--- config.mk ---
export PLATFORM = sky130hd
export DESIGN_NAME = i2c_slave_fsm
export DESIGN_NICKNAME = d
export VERILOG_FILES = /design/src/rtl/i2c_slave_fsm.sv
export SDC_FILE = /design/constraint.sdc
export NUM_CORES = 1
export LEC_CHECK = 0
export ABC_AREA = 1
export CORE_MARGIN = 2
export CORE_UTILIZATION = 30
export DETAILED_ROUTE_END_ITERATION = 8
export HOLD_SLACK_MARGIN = 0.12
export SLEW_MARGIN = 20
export SYNTH_ARGS = -nofsm -noshare
export SYNTH_HDL_FRONTEND = slang
export SYNTH_SLANG_ARGS = --single-unit
--- constraint.sdc ---
create_clock -name clk -period 4.25 [get_ports clk]
set_input_delay 0.6375 -clock clk [delete_from_list [all_inputs] [get_ports clk]]
set_output_delay 0.6375 -clock clk [all_outputs]
set_load 0.02 [all_outputs]
--- src/rtl/i2c_slave_fsm.sv ---
// i2c_slave_fsm: I2C target that decodes START/STOP, matches a 7-bit address, then receives or returns bytes.
// Define I2C_GLITCH_FILTER_EN to require 3 equal samples before scl/sda are allowed to change.
module i2c_slave_fsm #(
  parameter logic [6:0]  SLAVE_ADDRESS = 7'b1011010,
  parameter int unsigned SYNC_STAGES   = 2
) (
  input  logic       clk,
  input  logic       rst_,
  input  logic       scl_in,
  input  logic       sda_in,
  output logic       sda_out,
  output logic       sda_select,
  input  logic [7:0] tx_data,
  output logic       tx_ack,
  output logic [7:0] rx_data,
  output logic       rx_valid,
  output logic       busy
);

  typedef enum logic [2:0] {
    IDLE,
    ADDR,
    ADDR_ACK,
    RX_BYTE,
    RX_ACK,
    TX_BYTE,
    TX_MACK,
    WAIT_STOP
  } state_e;

  logic [SYNC_STAGES-1:0] scl_sync_q, scl_sync_d;
  logic [SYNC_STAGES-1:0] sda_sync_q, sda_sync_d;
  logic                   scl_raw, sda_raw;
  logic                   scl_s, sda_s;
  logic                   scl_p_q, sda_p_q;

  always_comb begin
    scl_sync_d = {scl_sync_q[SYNC_STAGES-2:0], scl_in};
    sda_sync_d = {sda_sync_q[SYNC_STAGES-2:0], sda_in};
    scl_raw    = scl_sync_q[SYNC_STAGES-1];
    sda_raw    = sda_sync_q[SYNC_STAGES-1];
  end

  always_ff @(posedge clk) begin
    if (!rst_) begin
      scl_sync_q <= '1;
      sda_sync_q <= '1;
      scl_p_q    <= 1'b1;
      sda_p_q    <= 1'b1;
    end else begin
      scl_sync_q <= scl_sync_d;
      sda_sync_q <= sda_sync_d;
      scl_p_q    <= scl_s;
      sda_p_q    <= sda_s;
    end
  end

`ifdef I2C_GLITCH_FILTER_EN
  logic [1:0] scl_h_q, scl_h_d;
  logic [1:0] sda_h_q, sda_h_d;
  logic       scl_f_q, sda_f_q;

  // Output follows the input only once the current and two prior samples agree.
  always_comb begin
    scl_h_d = {scl_h_q[0], scl_raw};
    sda_h_d = {sda_h_q[0], sda_raw};
    scl_s   = (scl_h_q == {2{scl_raw}}) ? scl_raw : scl_f_q;
    sda_s   = (sda_h_q == {2{sda_raw}}) ? sda_raw : sda_f_q;
  end

  always_ff @(posedge clk) begin
    if (!rst_) begin
      scl_h_q <= 2'b11;
      sda_h_q <= 2'b11;
      scl_f_q <= 1'b1;
      sda_f_q <= 1'b1;
    end else begin
      scl_h_q <= scl_h_d;
      sda_h_q <= sda_h_d;
      scl_f_q <= scl_s;
      sda_f_q <= sda_s;
    end
  end
`else
  assign scl_s = scl_raw;
  assign sda_s = sda_raw;
`endif

  logic scl_rise, scl_fall, start_ev, stop_ev;

  assign scl_rise = scl_s & ~scl_p_q;
  assign scl_fall = ~scl_s & scl_p_q;
  assign start_ev = scl_s & scl_p_q & sda_p_q & ~sda_s;
  assign stop_ev  = scl_s & scl_p_q & ~sda_p_q & sda_s;

  state_e     state_q, state_d;
  logic [2:0] bit_cnt_q, bit_cnt_d;
  logic [6:0] shift_q, shift_d;
  logic [6:0] tx_sh_q, tx_sh_d;
  logic       rw_q, rw_d;
  logic       ph_q, ph_d;
  logic [7:0] rx_data_q, rx_data_d;
  logic       rx_valid_q, rx_valid_d;
  logic       tx_ack_q, tx_ack_d;
  logic       busy_q, busy_d;
  logic       sda_out_q, sda_out_d;
  logic       sda_sel_q, sda_sel_d;

  logic [7:0] byte_in;
  logic       last_bit;
  logic       addr_hit;

  assign byte_in  = {shift_q, sda_s};
  assign last_bit = (bit_cnt_q == 3'd7);
  assign addr_hit = (byte_in[7:1] == SLAVE_ADDRESS) &&
                    (byte_in[7:1] != 7'd0);

  always_ff @(posedge clk) begin
    if (!rst_) begin
      state_q    <= IDLE;
      bit_cnt_q  <= 3'd0;
      shift_q    <= 7'd0;
      tx_sh_q    <= 7'd0;
      rw_q       <= 1'b0;
      ph_q       <= 1'b0;
      rx_data_q  <= 8'd0;
      rx_valid_q <= 1'b0;
      tx_ack_q   <= 1'b0;
      busy_q     <= 1'b0;
      sda_out_q  <= 1'b1;
      sda_sel_q  <= 1'b1;
    end else begin
      state_q    <= state_d;
      bit_cnt_q  <= bit_cnt_d;
      shift_q    <= shift_d;
      tx_sh_q    <= tx_sh_d;
      rw_q       <= rw_d;
      ph_q       <= ph_d;
      rx_data_q  <= rx_data_d;
      rx_valid_q <= rx_valid_d;
      tx_ack_q   <= tx_ack_d;
      busy_q     <= busy_d;
      sda_out_q  <= sda_out_d;
      sda_sel_q  <= sda_sel_d;
    end
  end

  always_comb begin
    state_d = state_q;
    if (stop_ev) begin
      state_d = IDLE;
    end else if (start_ev) begin
      state_d = ADDR;
    end else begin
      unique case (state_q)
        IDLE, WAIT_STOP: state_d = state_q;
        ADDR:
          if (scl_rise && last_bit)
            state_d = addr_hit ? ADDR_ACK : WAIT_STOP;
        ADDR_ACK:
          if (scl_fall && ph_q)
            state_d = rw_q ? TX_BYTE : RX_BYTE;
        RX_BYTE:
          if (scl_rise && last_bit) state_d = RX_ACK;
        RX_ACK:
          if (scl_fall && ph_q) state_d = RX_BYTE;
        TX_BYTE:
          if (scl_fall && last_bit) state_d = TX_MACK;
        TX_MACK:
          if (scl_rise && sda_s) state_d = WAIT_STOP;
          else if (scl_fall && ph_q) state_d = TX_BYTE;
        default: state_d = IDLE;
      endcase
    end
  end

  // ph_q marks the second half of a two-step phase (ACK driven / master ACK seen).
  always_comb begin
    bit_cnt_d  = bit_cnt_q;
    shift_d    = shift_q;
    tx_sh_d    = tx_sh_q;
    rw_d       = rw_q;
    ph_d       = ph_q;
    rx_data_d  = rx_data_q;
    rx_valid_d = 1'b0;
    tx_ack_d   = 1'b0;
    busy_d     = busy_q;
    sda_out_d  = sda_out_q;
    sda_sel_d  = sda_sel_q;
    if (stop_ev || start_ev) begin
      bit_cnt_d = 3'd0;
      ph_d      = 1'b0;
      busy_d    = 1'b0;
      sda_out_d = 1'b1;
      sda_sel_d = 1'b1;
    end else begin
      unique case (state_q)
        ADDR:
          if (scl_rise) begin
            shift_d   = byte_in[6:0];
            bit_cnt_d = bit_cnt_q + 3'd1;
            if (last_bit) begin
              rw_d   = byte_in[0];
              busy_d = addr_hit;
              ph_d   = 1'b0;
            end
          end
        ADDR_ACK, RX_ACK:
          if (scl_fall) begin
            if (!ph_q) begin
              ph_d      = 1'b1;
              sda_out_d = 1'b0;
              sda_sel_d = 1'b0;
            end else begin
              ph_d      = 1'b0;
              bit_cnt_d = 3'd0;
              if (state_q == ADDR_ACK && rw_q) begin
                tx_sh_d   = tx_data[6:0];
                tx_ack_d  = 1'b1;
                sda_out_d = tx_data[7];
                sda_sel_d = 1'b0;
              end else begin
                sda_out_d = 1'b1;
                sda_sel_d = 1'b1;
              end
            end
          end
        RX_BYTE:
          if (scl_rise) begin
            shift_d   = byte_in[6:0];
            bit_cnt_d = bit_cnt_q + 3'd1;
            if (last_bit) begin
              rx_data_d  = byte_in;
              rx_valid_d = 1'b1;
              ph_d       = 1'b0;
            end
          end
        TX_BYTE:
          if (scl_fall) begin
            bit_cnt_d = bit_cnt_q + 3'd1;
            if (last_bit) begin
              ph_d      = 1'b0;
              sda_out_d = 1'b1;
              sda_sel_d = 1'b1;
            end else begin
              sda_out_d = tx_sh_q[6];
              tx_sh_d   = {tx_sh_q[5:0], 1'b0};
            end
          end
        TX_MACK:
          if (scl_rise && !sda_s) begin
            ph_d = 1'b1;
          end else if (scl_fall && ph_q) begin
            ph_d      = 1'b0;
            bit_cnt_d = 3'd0;
            tx_sh_d   = tx_data[6:0];
            tx_ack_d  = 1'b1;
            sda_out_d = tx_data[7];
            sda_sel_d = 1'b0;
          end
        default: ph_d = ph_q;
      endcase
    end
  end

  always_comb begin
    sda_out    = sda_out_q;
    sda_select = sda_sel_q;
    tx_ack     = tx_ack_q;
    rx_data    = rx_data_q;
    rx_valid   = rx_valid_q;
    busy       = busy_q;
  end

endmodule

### Yosys cells after proc, flatten, opt, wreduce, memory -nomap -nowiden

Cells that the tools add are included.

* add/subtract/negate cells: 1
* multiply operators: 0
* div/mod/pow operators: 0
* order comparisons: 0
* equal/unequal tests: 32
* shift operators: 0
* mux-type cells: 56
* bitwise logic cells: 16
* reductions and logical operators: 31

Operators with widths (number)
* $mux W7: 7
* $mux W3: 15
* $mux W1: 27
* $ne A2 B2 Y1 const B: 13
* $pmux W7 S3: 1
* $reduce_and A7 Y1: 3
* $ne A3 B3 Y1 const B: 6
* $pmux W3 S6: 1
* $eq A3 B3 Y1 const B: 5
* $pmux W3 S4: 1
* $reduce_and A5 Y1: 2
* $reduce_or A2 Y1: 5
* $not A1 Y1: 9
* $reduce_and A9 Y1: 1
* $reduce_and A4 Y1: 2
* $and A1 B1 Y1: 7
* $eq A7 B7 Y1 const B: 1
* $logic_and A1 B1 Y1: 7
* $reduce_bool A7 Y1: 1
* $eq A3 B2 Y1 const B: 2
* $pmux W1 S3: 2
* $reduce_and A3 Y1: 2
* $reduce_and A6 Y1: 1
* $ne A2 B1 Y1 const B: 2
* 13 further kinds: 13

* register bits after elaboration: 41
* latch bits: 0
* bits in writable memories: 0
* bits in read-only memories: 0
* input bits: 12
* output and inout port bits: 13
* memories: 0

### Logic depth before layout (Yosys ltp)

Gate-level depths: netlist of the first run.

* depth in word-level cells: 7
* mapped depth: 12

### Worst setup path before layout of the first run

No wires, ideal clock.

* path type: register to register
* start: reg bit_cnt_q[0]
* end: reg tx_sh_q[1]
* arrival time: 1364 ps
* required time: 4185 ps
* slack: 2821 ps
* stages on the path, launching flop included: 8
* clock period less this slack: 1429 ps
* path through: dfxtp_1 ha_1 ha_1 o21ai_0 nand2_1 nor2_4 o21ai_0 nor2_1

* word-level cells in the longest chain between the ends: 3

RTL lines
* from (decl): line 97 `logic [2:0] bit_cnt_q, bit_cnt_d;`
* from (signal assigned): line 134 `bit_cnt_q <= bit_cnt_d;`
* $eq A3 B3 Y1: line 114 `assign last_bit = (bit_cnt_q == 3'd7);`
* $ne A2 B2 Y1 (no source line)
* $reduce_and A9 Y1 (no source line)
* to (signal assigned): line 136 `tx_sh_q <= tx_sh_d;`
* to (decl): line 99 `logic [6:0] tx_sh_q, tx_sh_d;`

No other way between the ends.
A chain may end at the register's enable or synchronous reset.

### Worst setup path after layout of the first run

* start: in rst_
* end: reg busy_q (netlist: busy)

* word-level cells in the longest chain between the ends: 2

RTL lines
* from (decl): line 8 `input logic rst_,`
* $not A1 Y1 (no source line)
* $reduce_or A2 Y1 (no source line)
* to (signal assigned): line 142 `busy_q <= busy_d;`
* to (decl): line 105 `logic busy_q, busy_d;`

No other way between the ends.

==> run summary, run 1 <==
STATUS
------------------------------------------------------------------------------
Status ..........................................................    completed

CLOCKING
------------------------------------------------------------------------------
Skew-Pair Late Insertion Delay ..................................      0.30 ns
Number of buffers inserted to repair setup after CTS ............            0
CTS-repair resized insts ........................................            0
Root cell of the clock tree ..................................... sky130_fd_sc_hd__clkbuf_8
Max H-tree Level ................................................            2
Number of buffers created by CTS ................................            5
Number of hold buffers added after cts ..........................            0
Max Buffers Root-to-Sink ........................................            2
Clock tree from TritonCTS .......................................          yes
Clk slew on worst S/H paths .....................................      0.08 ns
Number of sinks driven by the clock tree ........................           41

SETUP PATH
------------------------------------------------------------------------------
Critical-path maximum fanout ....................................           26
CP startpoint kind ..............................................   input port
Critical path data required time ................................      4.48 ns
CP Capture Type .................................................     register
Class of the most critical setup path ........................... input port to register
Arrival time of data at the critical path endpoint ..............      2.53 ns

GLOBAL ROUTE
------------------------------------------------------------------------------
Total GRT Usage .................................................       0.1283
Total gr overflow ...............................................            0
Global-route wire length before repair ..........................     7.410 mm
Pin count of the biggest net entering global routing ............           27
Vias in the first global route ..................................         1582
Initial antenna violation count .................................            0

TIMING
------------------------------------------------------------------------------
Hold Violations, Final ..........................................            0
Crit share post-route ...........................................       0.5421
Unrepaired setup endpoints after global routing .................           no
Fmax achieved ...................................................    434.1 MHz
Setup TNS after final layout ....................................         0 ns
Skew final ......................................................  0.006384 ns
Worst hold-check slack ..........................................    0.4197 ns
Transition time of the tightest slew-check pin ..................    0.7949 ns
Time the worst path needs with I/O delays and setup .............     2.304 ns
Tightest slew margin relative to the limit ......................       0.4681
Total setup violations reported at the end of the flow ..........            0
Pins over their slew limit ......................................            0

PWR
------------------------------------------------------------------------------
Maximum vdd drop ................................................    0.2768 mV
Leakage .........................................................     1.034 nW
Total power per unit cell area .................................. 556.1 mW/mm2

LOGIC SYNTHESIS
------------------------------------------------------------------------------
Synth Net Count .................................................          287
Average instance area after synthesis ...........................    7.020 um2
Synthesized netlist cell count ..................................          272
Library cells used by synthesis .................................           26
Synthesis-stage register bit count ..............................           41
Sequential share of the synthesized area ........................       0.4299
Synth Warn # ....................................................            0
Netlist area before placement ................................... 0.001909 mm2

CELLS AND AREA
------------------------------------------------------------------------------
Area Overhead vs Synth ..........................................       22.74%
Number of antenna diodes ........................................            0
Share of cells above drive strength 1 ...........................      0.07383
Number of nets in the layout ....................................          312

DRT
------------------------------------------------------------------------------
Pre-antenna DRT Iters ...........................................            4
WL/cell .........................................................     11.47 um
Count of nets left with antenna violations after detail routing .            0
Vias per cell ...................................................        4.720
DRC violation count after routing ...............................            0
Drt initial violations ..........................................          117
Detailed Route WL ...............................................     4.301 mm
Total number of vias ............................................         1770

DIE
------------------------------------------------------------------------------
DIE HEIGHT ......................................................     83.78 um
Site row count ..................................................           29
Initial Util ....................................................       0.3059
Placeable Area .................................................. 0.006241 mm2
Die Footprint ................................................... 0.007018 mm2
I/O pin total ...................................................           25
Die width .......................................................     83.78 um

PLACE
------------------------------------------------------------------------------
HPWL after detailed placement ...................................     3.136 mm
I/O Buffers .....................................................           24
Routability cong. ...............................................       0.8480

HOLD PATH
------------------------------------------------------------------------------
Path type of the worst min-delay path ........................... register to register

JOB
------------------------------------------------------------------------------
Count of maximum capacitance violations .........................            0

==> cells in the mapped netlist, drive strengths merged <==
master	instances	area share
or2	4	0.013
clkbuf	2	0.0039
dfxtp	41	0.43
buf	4	0.017
nand2	57	0.12
nand3b	1	0.0039
nand3	18	0.047
nand4	2	0.0066
o21ai	37	0.097
a211oi	1	0.0039
a21oi	16	0.042
nor3	7	0.018
o21bai	2	0.0079
nor2	46	0.10
a21boi	1	0.0039
ha	3	0.020
nor3b	1	0.0039
o22ai	1	0.0033
inv	26	0.051
o211ai	2	0.0079
==> routing by layer <==
layer  part of all wire  routed length [um]  global-route usage
met5                  0                   0                   0
met3              0.051                 220             0.03363
met4              0.017                  71             0.04399
met1               0.50                2143              0.1781
met2               0.43                1866              0.1927
==> layout make-up <==
| cell class | count | area (um2) |
|---|---|---|
| well taps | 77 | 96.34 |
| flip-flops and latches | 41 | 820.8 |
| clock inverters | 3 | 68.82 |
| repair buffers | 24 | 240.2 |
| multi-input cells | 199 | 950.9 |
| inverters | 26 | 97.59 |
| clock buffers | 5 | 68.82 |
| fillers | 669 | 3897 |
==> worst paths after layout <==
kind / slack (ns) / cells past startpoint / from / endpoint
min reg2reg: 0.42 / 1 / sda_sync_q[0]$_SDFF_PN1_ / sda_sync_q[1]$_SDFF_PN1_
max: 1.95 / 7 / rst_ / busy$_SDFFE_PP0P_
min: 0.42 / 1 / sda_sync_q[0]$_SDFF_PN1_ / sda_sync_q[1]$_SDFF_PN1_
max reg2reg: 2.16 / 7 / bit_cnt_q[0]$_SDFFE_PP0P_ / rx_data[2]$_SDFFE_PN0P_
==> kinds of logic (layout without fill, tap and decap cells) <==
family | after synthesis | after routing | share of synthesized area
AO/OA/AOI/OAI | 60 | 60 | 0.1658
adder cells (fa/ha/maj) | 3 | 3 | 0.01966
buffers and inverters | 32 | 58 | 0.07208
flip-flops | 41 | 41 | 0.4299
AND/OR/NAND/NOR | 136 | 136 | 0.3126
==> state kept, by name, indices dropped and copies added (netlist names), 2 cells and up <==
name,flops
rx_data,8
state_q,3
sda_sync_q,2
shift_q,7
scl_sync_q,2
tx_sh_q,7
bit_cnt_q,3
==> power breakdown <==
group	leakage, nW	internal [mW]	switching [mW]
sequential	0.333	0.437	0.0524
combinational	0.632	0.159	0.274
clock	0.0687	0.237	0.145
==> critical path, cell delays in order <==
cell	delay, ns
sky130_fd_sc_hd__clkdlybuf4s50_1	0.93
sky130_fd_sc_hd__inv_1	0.18
sky130_fd_sc_hd__nor2_1	0.18
sky130_fd_sc_hd__nand2_1	0.13
sky130_fd_sc_hd__inv_1	0.23
sky130_fd_sc_hd__o21ai_0	0.13
sky130_fd_sc_hd__a21oi_1	0.12
==> cells in the final DEF, fill, tap and decap left out, drive strengths merged <==
| master | netlist | final |
|---|---|---|
| or2 | 4 | 4 |
| o211ai | 2 | 2 |
| nor2 | 46 | 46 |
| nand4 | 2 | 2 |
| o22ai | 1 | 1 |
| o21bai | 2 | 2 |
| inv | 26 | 27 |
| bufinv | 0 | 2 |
| a21boi | 1 | 1 |
| ha | 3 | 3 |
| nand3b | 1 | 1 |
| o21ai | 37 | 37 |
| nor3b | 1 | 1 |
| dfxtp | 41 | 41 |
| clkbuf | 2 | 5 |
| a21oi | 16 | 16 |
| nand2 | 57 | 57 |
| nor3 | 7 | 7 |
| a211oi | 1 | 1 |
| clkdlybuf4s50 | 0 | 24 |
| nand3 | 18 | 18 |
==> metrics by stage <==
step / utilization / cell area, um2 / power [mW] / setup WS (ns) / instances
CTS: 0.3755 / 2344 / 1.314 / 1.917 / 375
floorplan: - / 1909 / 0.8349 / 2.821 / 272
finish: 0.3755 / 2344 / 1.303 / 1.946 / 375
global placement: 0.3534 / 2206 / 0.9274 / 1.626 / 367
detailed placement: 0.3534 / 2206 / 0.9289 / 1.607 / 367
global route: 0.3755 / 2344 / 1.404 / 1.640 / 375
Power figures use the tool's default switching activity.
==> run 2, diff against run 1 <==
- clock period: 4.25 -> 2.4 ns (I/O delays scaled with it)
==> run summary, run 2 (synthesized netlist as in run 1, its figures left out) <==
CELLS AND AREA
------------------------------------------------------------------------------
Number of flip-flops in the largest register ....................            8   unchanged
Most common library cell in the layout ignoring fill and taps ... sky130_fd_sc_hd__nand2_1
Area Overhead vs Synth ..........................................       22.80%   about the same
Number of antenna diodes ........................................            0   unchanged
Number of nets in the layout ....................................          315   +0.96%
Area of all placed cells without fillers ........................ 0.002345 mm2   about the same
Commonest cells after routing, fill and taps aside .............. 55 x sky130_fd_sc_hd__nand2_1, 41 x sky130_fd_sc_hd__nor2_1, 41 x sky130_fd_sc_hd__dfxtp_1
Share of cells above drive strength 1 ...........................      0.07973   +0.005909
Filler cell count in the final layout ...........................          659   -1.5%

PLACE
------------------------------------------------------------------------------
I/O Buffers .....................................................           24   unchanged
Total placed instance area ...................................... 0.002228 mm2   +1.0%
Routability cong. ...............................................       0.9037   +6.6%
HPWL after detailed placement ...................................     3.160 mm   +0.75%

SETUP PATH
------------------------------------------------------------------------------
Worst-path cell chain ........................................... nand2_1 -> nor2_4 -> o21ai_0 -> nand2_1 -> nor2_4 -> o21ai_0 -> nor2_1
Critical-path maximum fanout ....................................           12   -54%
R2R Path End .................................................... tx_sh_q[2]$_SDFFE_PN0P_
Reg-to-reg setup timing slack ...................................      0.65 ns   -1.51 ns
Reg2Reg Depth ...................................................            7   unchanged
Critical path data required time ................................      2.59 ns   -1.89 ns
Delay of the slowest cell on the worst path .....................      0.46 ns   -0.47 ns
Startpoint of the lowest-slack register-to-register path ........ state_q[2]$_SDFFE_PP0P_
CP startpoint kind ..............................................     register
Class of the most critical setup path ........................... register to register
Cell type of the slowest stage on the worst timing path ......... sky130_fd_sc_hd__dfxtp_1
Startpoint of the most critical setup path ...................... state_q[2]$_SDFFE_PP0P_
CP Capture Type .................................................     register
Arrival time of data at the critical path endpoint ..............      1.94 ns   -0.59 ns

DIE
------------------------------------------------------------------------------
Die Footprint ................................................... 0.007018 mm2   unchanged
Placeable Area .................................................. 0.006241 mm2   unchanged
I/O pin total ...................................................           25   unchanged
Die width .......................................................     83.78 um   unchanged
Site row count ..................................................           29   unchanged
Initial Util ....................................................       0.3059   unchanged
DIE HEIGHT ......................................................     83.78 um   unchanged

DRT
------------------------------------------------------------------------------
Drt initial violations ..........................................           74   -37%
Total number of vias ............................................         1763   -0.40%
Detailed Route WL ...............................................     4.328 mm   +0.63%
Pre-antenna DRT Iters ...........................................            4   unchanged
Count of nets left with antenna violations after detail routing .            0   unchanged
Vias per cell ...................................................        4.664   -1.2%
DRC violation count after routing ...............................            0   unchanged
WL/cell .........................................................     11.45 um   -0.17%

PWR
------------------------------------------------------------------------------
Maximum vdd drop ................................................    0.3852 mV   +39%
Leakage .........................................................     1.039 nW   +0.52%
Total power per unit cell area .................................. 946.9 mW/mm2   +70%

CLOCKING
------------------------------------------------------------------------------
Root cell of the clock tree ..................................... sky130_fd_sc_hd__clkbuf_8
Number of hold buffers added after cts ..........................            0   unchanged
Skew-Pair Late Insertion Delay ..................................      0.30 ns   about the same
CTS-repair resized insts ........................................            0   unchanged
Number of sinks driven by the clock tree ........................           41   unchanged
Max Buffers Root-to-Sink ........................................            2   unchanged
Number of buffers inserted to repair setup after CTS ............            0   unchanged
Number of buffers created by CTS ................................            5   unchanged
Max H-tree Level ................................................            2   unchanged
Clock tree from TritonCTS .......................................          yes
Clk slew on worst S/H paths .....................................      0.08 ns   about the same

TIMING
------------------------------------------------------------------------------
Crit share post-route ...........................................       0.7276
Pins over their slew limit ......................................            0   unchanged
Time the worst path needs with I/O delays and setup .............     1.746 ns
Fmax achieved ...................................................    572.6 MHz
Setup TNS after final layout ....................................         0 ns   unchanged
Tightest slew margin relative to the limit ......................       0.7232   +0.2551
Total setup violations reported at the end of the flow ..........            0   unchanged
Skew final ......................................................  0.006227 ns   -0.0001565 ns
Hold Violations, Final ..........................................            0   unchanged
Unrepaired setup endpoints after global routing .................           no
Transition time of the tightest slew-check pin ..................    0.4134 ns   -0.3816 ns

GLOBAL ROUTE
------------------------------------------------------------------------------
Global-route wire length before repair ..........................     7.734 mm   +4.4%
Pin count of the biggest net entering global routing ............           26   -3.7%
Vias in the first global route ..................................         1731   +9.4%
Total GRT Usage .................................................       0.1319   +0.003642
Initial antenna violation count .................................            0   unchanged
Total gr overflow ...............................................            0   unchanged

STATUS
------------------------------------------------------------------------------
Status ..........................................................    completed

JOB
------------------------------------------------------------------------------
Count of maximum capacitance violations .........................            0   unchanged

HOLD PATH
------------------------------------------------------------------------------
Worst hold start ................................................ sda_sync_q[0]$_SDFF_PN1_
Path type of the worst min-delay path ........................... register to register
Min-Delay Path Depth ............................................            1   unchanged
Hold-critical path endpoint ..................................... sda_sync_q[1]$_SDFF_PN1_

[run 2: cell count changes in the layout (fill, tap and decap cells not counted)]
cell / before / now
sky130_fd_sc_hd__clkbuf_1: 0 / 1
sky130_fd_sc_hd__clkbuf_8: 5 / 6
sky130_fd_sc_hd__bufinv_16: 2 / 1
sky130_fd_sc_hd__inv_6: 1 / 0
sky130_fd_sc_hd__buf_4: 0 / 3
[run 2: worst max-delay path by stage]
stage	to	slack, ns	cells past startpoint
2_1_floorplan	tx_sh_q[1]$_SDFFE_PN0P_	0.97	7
3_3_place_gp	state_q[1]$_SDFFE_PP0P_	0.58	7
3_5_place_dp	busy$_SDFFE_PP0P_	0.56	7
4_1_cts	tx_sh_q[2]$_SDFFE_PN0P_	0.67	8
5_1_grt	tx_sh_q[2]$_SDFFE_PN0P_	0.45	8
6_report	tx_sh_q[2]$_SDFFE_PN0P_	0.65	7
[run 2: worst max-delay path, delay by kind of cell, from the launching register on]
family / cells / cell delay [ns]
AO/OA/AOI/OAI: 2 / 0.31
flip-flops: 1 / 0.46
AND/OR/NAND/NOR: 5 / 0.87
[run 2: layout make-up]
class	instances	area [um2]	area share
repair buffers	27	262.8	0.1121
inverters	26	97.59	0.04162
flip-flops and latches	41	820.8	0.3501
clock buffers	7	86.33	0.03682
clock inverters	1	30.03	0.01281
well taps	77	96.34	0.04109
multi-input cells	199	950.9	0.4055
[run 2: where the power goes]
group	switching [mW]	internal, mW
combinational	0.489	0.282
clock	0.246	0.339
sequential	0.0894	0.774
total	0.824	1.40
[run 2: routing by layer]
metal  wire (um)  GRT usage  up-vias
li1            -          -      945
met1        2051     0.1686      756
met2        1958     0.2196       50
met3         229    0.02572       12
met4          89    0.04985        0
met5           0          0        -
[run 2: metrics by stage]
stage,std cells,util,setup WS (ns),total power [mW],hold slack [ns]
final,378,0.3757,0.6537,2.220,0.4193
after CTS,378,0.3757,0.6657,2.232,0.4239
after global routing,378,0.3757,0.4518,2.383,0.4282
after detailed placement,370,0.3571,0.5647,1.647,0.4040
after global placement,370,0.3571,0.5763,1.634,0.4066
after floorplan,272,-,0.9713,1.479,0.3925
